File: src/rtl/fft_butterfly_tw_stage.sv
// fft_butterfly_tw_stage: radix-2 butterfly x = a + b*W, y = a - b*W in Q8.8.
// The twiddle W comes from two external registered-read ROMs that this block addresses.
// Latency: 3 cycles from accept to out_valid. Throughput: 1 pair/cycle.
// Backpressure: one global enable stalls every stage while out_valid && !out_ready.
//
// Optional build macro FFT_BF_SATURATE_EN:
//   defined   - the product and x/y reductions clamp to [0x8000, 0x7FFF]
//   undefined - the product and x/y reductions keep the low DATA_W bits
//               (two's-complement wrap); rounding is the same in both builds
//
// Ports:
//   clk, rst                          clock, synchronous active-high reset
//   in_valid/in_ready                 operand-pair handshake
//   in_a_re/in_a_im/in_b_re/in_b_im   signed Q8.8 operands a and b
//   tw_addr                           twiddle ROM address (combinational)
//   tw_re/tw_im                       ROM data, valid one edge after tw_addr
//   out_valid/out_ready               result handshake
//   out_x_re/out_x_im/out_y_re/out_y_im  results x and y
//   out_last                          result of butterfly NUM_TW-1
//   busy                              S1, S2 or S3 holds an item
module fft_butterfly_tw_stage #(
  parameter int DATA_W = 16,
  parameter int FRAC_W = 8,
  parameter int ADDR_W = 5,
  parameter int NUM_TW = 28
) (
  input  logic              clk,
  input  logic              rst,
  input  logic              in_valid,
  output logic              in_ready,
  input  logic [DATA_W-1:0] in_a_re,
  input  logic [DATA_W-1:0] in_a_im,
  input  logic [DATA_W-1:0] in_b_re,
  input  logic [DATA_W-1:0] in_b_im,
  output logic [ADDR_W-1:0] tw_addr,
  input  logic [DATA_W-1:0] tw_re,
  input  logic [DATA_W-1:0] tw_im,
  output logic              out_valid,
  input  logic              out_ready,
  output logic [DATA_W-1:0] out_x_re,
  output logic [DATA_W-1:0] out_x_im,
  output logic [DATA_W-1:0] out_y_re,
  output logic [DATA_W-1:0] out_y_im,
  output logic              out_last,
  output logic              busy
);

  typedef struct packed {
    logic [DATA_W-1:0] re;
    logic [DATA_W-1:0] im;
  } cplx_t;

  // Working width: a full DATA_W x DATA_W product difference plus a sign bit.
  localparam int WW = 2*DATA_W + 1;
  localparam logic [ADDR_W-1:0] LAST_IDX = ADDR_W'(NUM_TW - 1);
  localparam logic signed [WW-1:0] RND = WW'(1) << (FRAC_W - 1);

  function automatic logic signed [WW-1:0] sx(input logic [DATA_W-1:0] v);
    return {{(DATA_W+1){v[DATA_W-1]}}, v};
  endfunction

  // Reduce a WW-bit signed value to DATA_W bits: clamp or wrap.
  function automatic logic [DATA_W-1:0] reduce(input logic signed [WW-1:0] v);
`ifdef FFT_BF_SATURATE_EN
    logic signed [WW-1:0] sat_max;
    logic signed [WW-1:0] sat_min;
    sat_max = {{(DATA_W+2){1'b0}}, {(DATA_W-1){1'b1}}};
    sat_min = {{(DATA_W+2){1'b1}}, {(DATA_W-1){1'b0}}};
    if (v > sat_max)      return sat_max[DATA_W-1:0];
    else if (v < sat_min) return sat_min[DATA_W-1:0];
    else                  return v[DATA_W-1:0];
`else
    return v[DATA_W-1:0];
`endif
  endfunction

  // Pipeline state
  logic [ADDR_W-1:0] idx_q, idx_d;
  logic              s1_vld_q, s2_vld_q, s3_vld_q, out_valid_q, out_last_q;
  cplx_t             s1_a_q, s1_b_q, s2_a_q, s2_b_q, s3_a_q, s3_p_q;
  logic [ADDR_W-1:0] s1_idx_q, s2_idx_q, s3_idx_q;
  cplx_t             out_x_q, out_y_q;

  logic              en, accept;
  logic signed [WW-1:0] prod_re, prod_im;
  cplx_t             p_d, x_d, y_d;

  assign en       = !out_valid_q || out_ready;
  assign accept   = in_valid && en;
  assign in_ready = en;

  // While stalled the ROM must keep returning the S2 item's twiddle, because
  // that item consumes tw_re/tw_im on the edge that finally advances it.
  assign tw_addr = en ? s1_idx_q : s2_idx_q;

  assign idx_d = !accept           ? idx_q :
                 (idx_q == LAST_IDX) ? '0   : idx_q + 1'b1;

  always_comb begin
    prod_re = sx(s2_b_q.re) * sx(tw_re) - sx(s2_b_q.im) * sx(tw_im);
    prod_im = sx(s2_b_q.re) * sx(tw_im) + sx(s2_b_q.im) * sx(tw_re);
    // Round half up, then drop the fractional bits of the twiddle.
    p_d.re  = reduce((prod_re + RND) >>> FRAC_W);
    p_d.im  = reduce((prod_im + RND) >>> FRAC_W);
    x_d.re  = reduce(sx(s3_a_q.re) + sx(s3_p_q.re));
    x_d.im  = reduce(sx(s3_a_q.im) + sx(s3_p_q.im));
    y_d.re  = reduce(sx(s3_a_q.re) - sx(s3_p_q.re));
    y_d.im  = reduce(sx(s3_a_q.im) - sx(s3_p_q.im));
  end

  always_ff @(posedge clk) begin
    if (rst) begin
      idx_q       <= '0;
      s1_vld_q    <= 1'b0;
      s2_vld_q    <= 1'b0;
      s3_vld_q    <= 1'b0;
      out_valid_q <= 1'b0;
      out_last_q  <= 1'b0;
      s1_a_q      <= '0;
      s1_b_q      <= '0;
      s1_idx_q    <= '0;
      s2_a_q      <= '0;
      s2_b_q      <= '0;
      s2_idx_q    <= '0;
      s3_a_q      <= '0;
      s3_p_q      <= '0;
      s3_idx_q    <= '0;
      out_x_q     <= '0;
      out_y_q     <= '0;
    end else if (en) begin
      idx_q    <= idx_d;
      // S1: capture operands and the butterfly index they belong to
      s1_vld_q <= in_valid;
      if (accept) begin
        s1_a_q   <= '{re: in_a_re, im: in_a_im};
        s1_b_q   <= '{re: in_b_re, im: in_b_im};
        s1_idx_q <= idx_q;
      end
      // S2: ROM read for s1_idx_q is in flight
      s2_vld_q <= s1_vld_q;
      if (s1_vld_q) begin
        s2_a_q   <= s1_a_q;
        s2_b_q   <= s1_b_q;
        s2_idx_q <= s1_idx_q;
      end
      // S3: complex product b*W using the ROM data now on tw_re/tw_im
      s3_vld_q <= s2_vld_q;
      if (s2_vld_q) begin
        s3_a_q   <= s2_a_q;
        s3_p_q   <= p_d;
        s3_idx_q <= s2_idx_q;
      end
      // OUT: add/subtract; data only reloads for real items
      out_valid_q <= s3_vld_q;
      out_last_q  <= s3_vld_q && (s3_idx_q == LAST_IDX);
      if (s3_vld_q) begin
        out_x_q <= x_d;
        out_y_q <= y_d;
      end
    end
  end

  assign out_valid = out_valid_q;
  assign out_last  = out_last_q;
  assign out_x_re  = out_x_q.re;
  assign out_x_im  = out_x_q.im;
  assign out_y_re  = out_y_q.re;
  assign out_y_im  = out_y_q.im;
  // The OUT register's occupancy is already visible as out_valid.
  assign busy      = s1_vld_q | s2_vld_q | s3_vld_q;

endmodule

File: config.mk
export PLATFORM = sky130hd
export DESIGN_NAME = fft_butterfly_tw_stage
export DESIGN_NICKNAME = d
export VERILOG_FILES = /design/src/rtl/fft_butterfly_tw_stage.sv
export SDC_FILE = /design/constraint.sdc
export NUM_CORES = 2
export LEC_CHECK = 0
export ABC_AREA = 1
export CAP_MARGIN = 20
export CORE_MARGIN = 10
export CORE_UTILIZATION = 51
export DETAILED_ROUTE_END_ITERATION = 8
export PLACE_DENSITY = 0.66
export SYNTH_ARGS = -nofsm -noshare
export SYNTH_HDL_FRONTEND = slang
export SYNTH_SLANG_ARGS = --single-unit
File: constraint.sdc
create_clock -name clk -period 25.3 [get_ports clk]
set_input_delay 6.325 -clock clk [delete_from_list [all_inputs] [get_ports clk]]
set_output_delay 6.325 -clock clk [all_outputs]
set_load 0.05 [all_outputs]
# Word-level counts from Yosys, hierarchy flattened
# Cells that the tools add are included.
[totals] romBits=0 reg_bits=281 output_inout_bits=73 ram_bits=0 latch_bits=0 input_bits=100 mem_count=0
[op_classes] n_eq_ne=2 shift=0 bitwise=2 n_lt_le_gt_ge=0 addsub=9 n_reduce_logical=8 muxes=2 mul=4 div_mod_pow=0
[op_table] op="$mul A16 B16 Y24" n=4
[op_table] op="$add A24 B9 Y24 const B" n=2
[op_table] op="$add A16 B16 Y16" n=2
[op_table] op="$sub A16 B16 Y16" n=2
[op_table] op="$add A24 B24 Y24" n=1
[op_table] op="$sub A24 B24 Y24" n=1
[op_table] op="$eq A5 B5 Y1 const B" n=2
[op_table] op="$mux W5" n=2
[op_table] op="$reduce_and A2 Y1" n=4
[op_table] op="$add A5 B1 Y5 const B" n=1
[op_table] op="$logic_and A1 B1 Y1" n=2
[op_table] op="$or A1 B1 Y1" n=2
[op_table] op="$logic_not A1 Y1" n=1
[op_table] op="$logic_or A1 B1 Y1" n=1

# Depth between registers and ports, before layout
[logic_depth] word_depth=4 mapped_depth=35 ltp_nobuf=33

# Worst setup path after synthesis
# No wires, ideal clock.
[synth_path] kind="input port to output port" from="in out_ready" to="out tw_addr[0]" path_stages=4 t_arrival_ps=8367 required_time_ps=18975 path_slack_ps=10608 cell_sequence="nor2_1 -> inv_1 -> clkbuf_1 -> o21ai_0"
[synth_between] elab_chain_len=2
[synth_rtl] item="start: declaration" line="39" source="input logic out_ready,"
[synth_rtl] item="$logic_or A1 B1 Y1" line="88" source="assign en = !out_valid_q || out_ready;"
[synth_rtl] item="via in_ready" line="30" source="output logic in_ready,"
[synth_rtl] item="$mux W5" line="94" source="assign tw_addr = en ? s1_idx_q : s2_idx_q;"
[synth_rtl] item="end: declaration" line="35" source="output logic [ADDR_W-1:0] tw_addr,"
# The timed path passes the listed nets, and every way through them passes these cells.

# Worst setup path after layout
[layout_path] from="in out_ready" to="out tw_addr[4]"
[layout_between] elab_chain_len=2
[layout_rtl] item="$logic_or A1 B1 Y1" line="88"
[layout_rtl] item="$mux W5" line="94"
# No other way between the ends.

==> results.sh <==
export IMPL_crit_chain="clkdlybuf4s50_1, nor2_1, inv_1, o21ai_0, clkdlybuf4s50_1"
export IMPL_grt_busiest_layer="met2"
export IMPL_crit_path_end_kind="output port"
export IMPL_critical_path_top_delay_family="buffers and inverters"
export IMPL_status="completed"
export IMPL_cts_htree_levels=1
export IMPL_syn_area_per_cell_um2=7.47
export IMPL_grt_max_degree=117
export IMPL_cap_violations=0
export IMPL_wl_per_cell_um=17.2
export IMPL_overflow=0
export IMPL_setup_viol=0
export IMPL_synth_xor_xnor_area_share_pct=1.39
export IMPL_async_flop_share_pct=0
export IMPL_place_ws_ns=10.14
export IMPL_cts_tree="yes"
export IMPL_post_cts_buffers=0
export IMPL_drive_gt1_share_pct=2.64
export IMPL_synth_top_cell_area_share_pct=36.8
export IMPL_clk_pin_slew_ns=0.06
export IMPL_hold_violations=0
export IMPL_use_met3_pct=2.71
export IMPL_hp_class="register to register"
export IMPL_firstDrtPassIters=5
export IMPL_synth_edff_count=0
export IMPL_synth_adder_area_share_pct=45.5
export IMPL_worst_pin_slew_ns=1.12
export IMPL_synthMuxAreaShare_pct=0
export IMPL_ioPinCount=173
export IMPL_initial_utilization_pct=51.4
export IMPL_setup_ws_ns=10.16
export IMPL_drt_wl_total_mm=125
export IMPL_cts_root_buf="clkbuf_16"
export IMPL_die_x_um=318
export IMPL_rows=109
export IMPL_synth_warnings=0
export IMPL_synth_seq_area_share_pct=12.3
export IMPL_met1_usage_pct=32.9
export IMPL_cp_data_arrival_time_ns=8.82
export IMPL_cts_max_path_buffers=3
export IMPL_synth_area_leaders="fa_1 37%, inv_1 15%, dfxtp_1 12%"
export IMPL_viasPerCell=5.03
export IMPL_via_count=36400
export IMPL_cp_common_cell="clkdlybuf4s50_1"
export IMPL_crit_buf_inv=3
export IMPL_syn_num_nets=7316
export IMPL_ctsResizeCount=0
export IMPL_gp_congestion=0.903
export IMPL_rsz0062_at_grt="false"
export IMPL_nFillCells=8385
export IMPL_clock_sinks=279
export IMPL_period_share_pct=59.8
export IMPL_core_area_um2=88200
export IMPL_syn_area_um2=45300
export IMPL_synth_top_family_by_area="adder cells"
export IMPL_dpl_hpwl_mm=94.9
export IMPL_critical_path_slowest_cell="clkdlybuf4s50_1"
export IMPL_fmax_ghz=0.0660
export IMPL_antenna_found_initial=2
export IMPL_cp_required_ns=18.98
export IMPL_dieArea_um2=101000
export IMPL_synthSimpleGateAreaFrac_pct=16.9
export IMPL_crit_type="input port to output port"
export IMPL_io_buffers=172
export IMPL_ant_nets=0
export IMPL_fin_skew_ns=0.0274
export IMPL_synthFlopType="dfxtp_1"
export IMPL_cts_buffers=29
export IMPL_layout_min_cycle_time_ns=15.14
export IMPL_slew_headroom_pct=24.9
export IMPL_area_growth_pct=7.79
export IMPL_ys_types=49
export IMPL_nNetsFinal=7296
export IMPL_slew_violations=0
export IMPL_critPathMaxFanout=13
export IMPL_grt_pass1_wl_mm=204
export IMPL_drc=0
export IMPL_yosysTopAreaCell="fa_1"
export IMPL_synth_compound_area_share_pct=6.56
export IMPL_cts_hold_buf=0
export IMPL_start_kind="input port"
export IMPL_drtIter0Drc=2657
export IMPL_cp_slowest_stage_delay_ns=0.84
export IMPL_clk_insertion_delay_late_ns=0.59
export IMPL_grtUsageMet2_pct=41.8
export IMPL_syn_inst=6069
export IMPL_ys_seq_elements=279
export IMPL_die_h_um=318
export IMPL_grt_pass1_vias=37400
export IMPL_grt_total_usage_pct=24.8
export IMPL_fin_setup_tns_ns=0
[layout make-up]
cell class / instances / area (um^2) / share of cell area (%)
clock buffer: 42 / 855 / 1.75
clock inverter: 10 / 104 / 0.213
timing repair buffer: 242 / 2250 / 4.61
sequential: 279 / 5590 / 11.4
inverter: 1783 / 6700 / 13.7
antenna: 1 / 2.50 / 0.00512
tap: 1165 / 1460 / 2.98
multi-input combinational: 3714 / 31900 / 65.3
[layer usage]
metal / vias up / wire, um
li1: 17300 / -
met1: 17900 / 53600
met2: 1021 / 59100
met3: 214 / 6800
met4: 2 / 5280
met5: - / 13
[worst register-to-register path: cells and delay by family, from the launching register on]
family / cells / cell delay, ns
adders and majority gates: 9 / 4.10
and+or+nand+nor: 7 / 1.25
buffers and inverters: 8 / 1.08
DFF: 1 / 0.89
AOI/OAI and AO/OA: 2 / 0.28
[cell families (layout without fill, tap and decap cells)]
group,after synthesis,in the layout
and+or+nand+nor,1950,1950
adders and majority gates,1147,1147
other,0,1
xor gates and xnor gates,72,72
AOI/OAI and AO/OA,545,545
DFF,279,279
buffers and inverters,2076,2077
[metrics by stage]
stage | area (um^2) | hold WS [ns] | utilization, % | cells
3_3_place_gp | 47900 | 0.455 | 54.3 | 7181
3_5_place_dp | 47900 | 0.459 | 54.3 | 7181
5_1_grt | 48900 | 0.489 | 55.4 | 7236
4_1_cts | 48800 | 0.469 | 55.3 | 7233
6_report | 48900 | 0.465 | 55.4 | 7236
2_1_floorplan | 45300 | 0.444 | - | 6069
[cell usage after synthesis, types with 18 or more instances]
master    number
xor2_1        55
nand4_1       24
buf_2         23
dfxtp_1      279
o21ai_0      277
clkbuf_1     242
nand2_1     1275
nand3_1      119
ha_1         314
fa_1         833
nor2_1       474
inv_1       1775
a21oi_1      168
o211ai_1      23
nor3_1        18
[registers in the layout (all words and copies together), names as in the netlist, 16 cells and up]
| signal | count |
|---|---|
| s1_a_q | 32 |
| s1_b_q | 32 |
| out_x_im | 16 |
| s3_a_q | 32 |
| s2_a_q | 32 |
| s3_p_q | 32 |
| s2_b_q | 32 |
| out_x_re | 16 |
[final timing paths]
| check | start | to | slack (ns) | cells past startpoint |
|---|---|---|---|---|
| max | out_ready | tw_addr[4] | 10.16 | 5 |
| min reg2reg | s2_vld_q | s2_vld_q | 0.47 | 2 |
| max reg2reg | s2_b_q[18] | s3_p_q[31] | 17.62 | 26 |
| min | s2_vld_q | s2_vld_q | 0.47 | 2 |
[cells in the final DEF (no fill, tap or decap), types with 6 or more instances in the layout]
cell             Yosys  routed
nand3b_1            12      12
xnor2_1             17      17
o211ai_1            23      23
xor2_1              55      55
nand4_1             24      24
clkdlybuf4s50_1      0     170
clkbuf_8             0       8
a31oi_1             12      12
clkbuf_16            0      29
nand2_1           1275    1274
buf_4               10      68
a21o_1               8       8
inv_2                5       8
o21ai_1             12      12
nand3_1            119     119
ha_1               314     314
or2_2               10      10
o21a_1               6       6
nor3_1              18      18
fa_1               833     833
o21bai_1             6       6
dfxtp_1            279     276
o21ai_0            277     277
inv_1             1775    1772
nor2_1             474     471
a21oi_1            168     168
o31ai_1              8       8
Power is left out: the tool's default activity adds up to more than one toggle a clock period on the data nets, which glitch-free logic cannot reach.
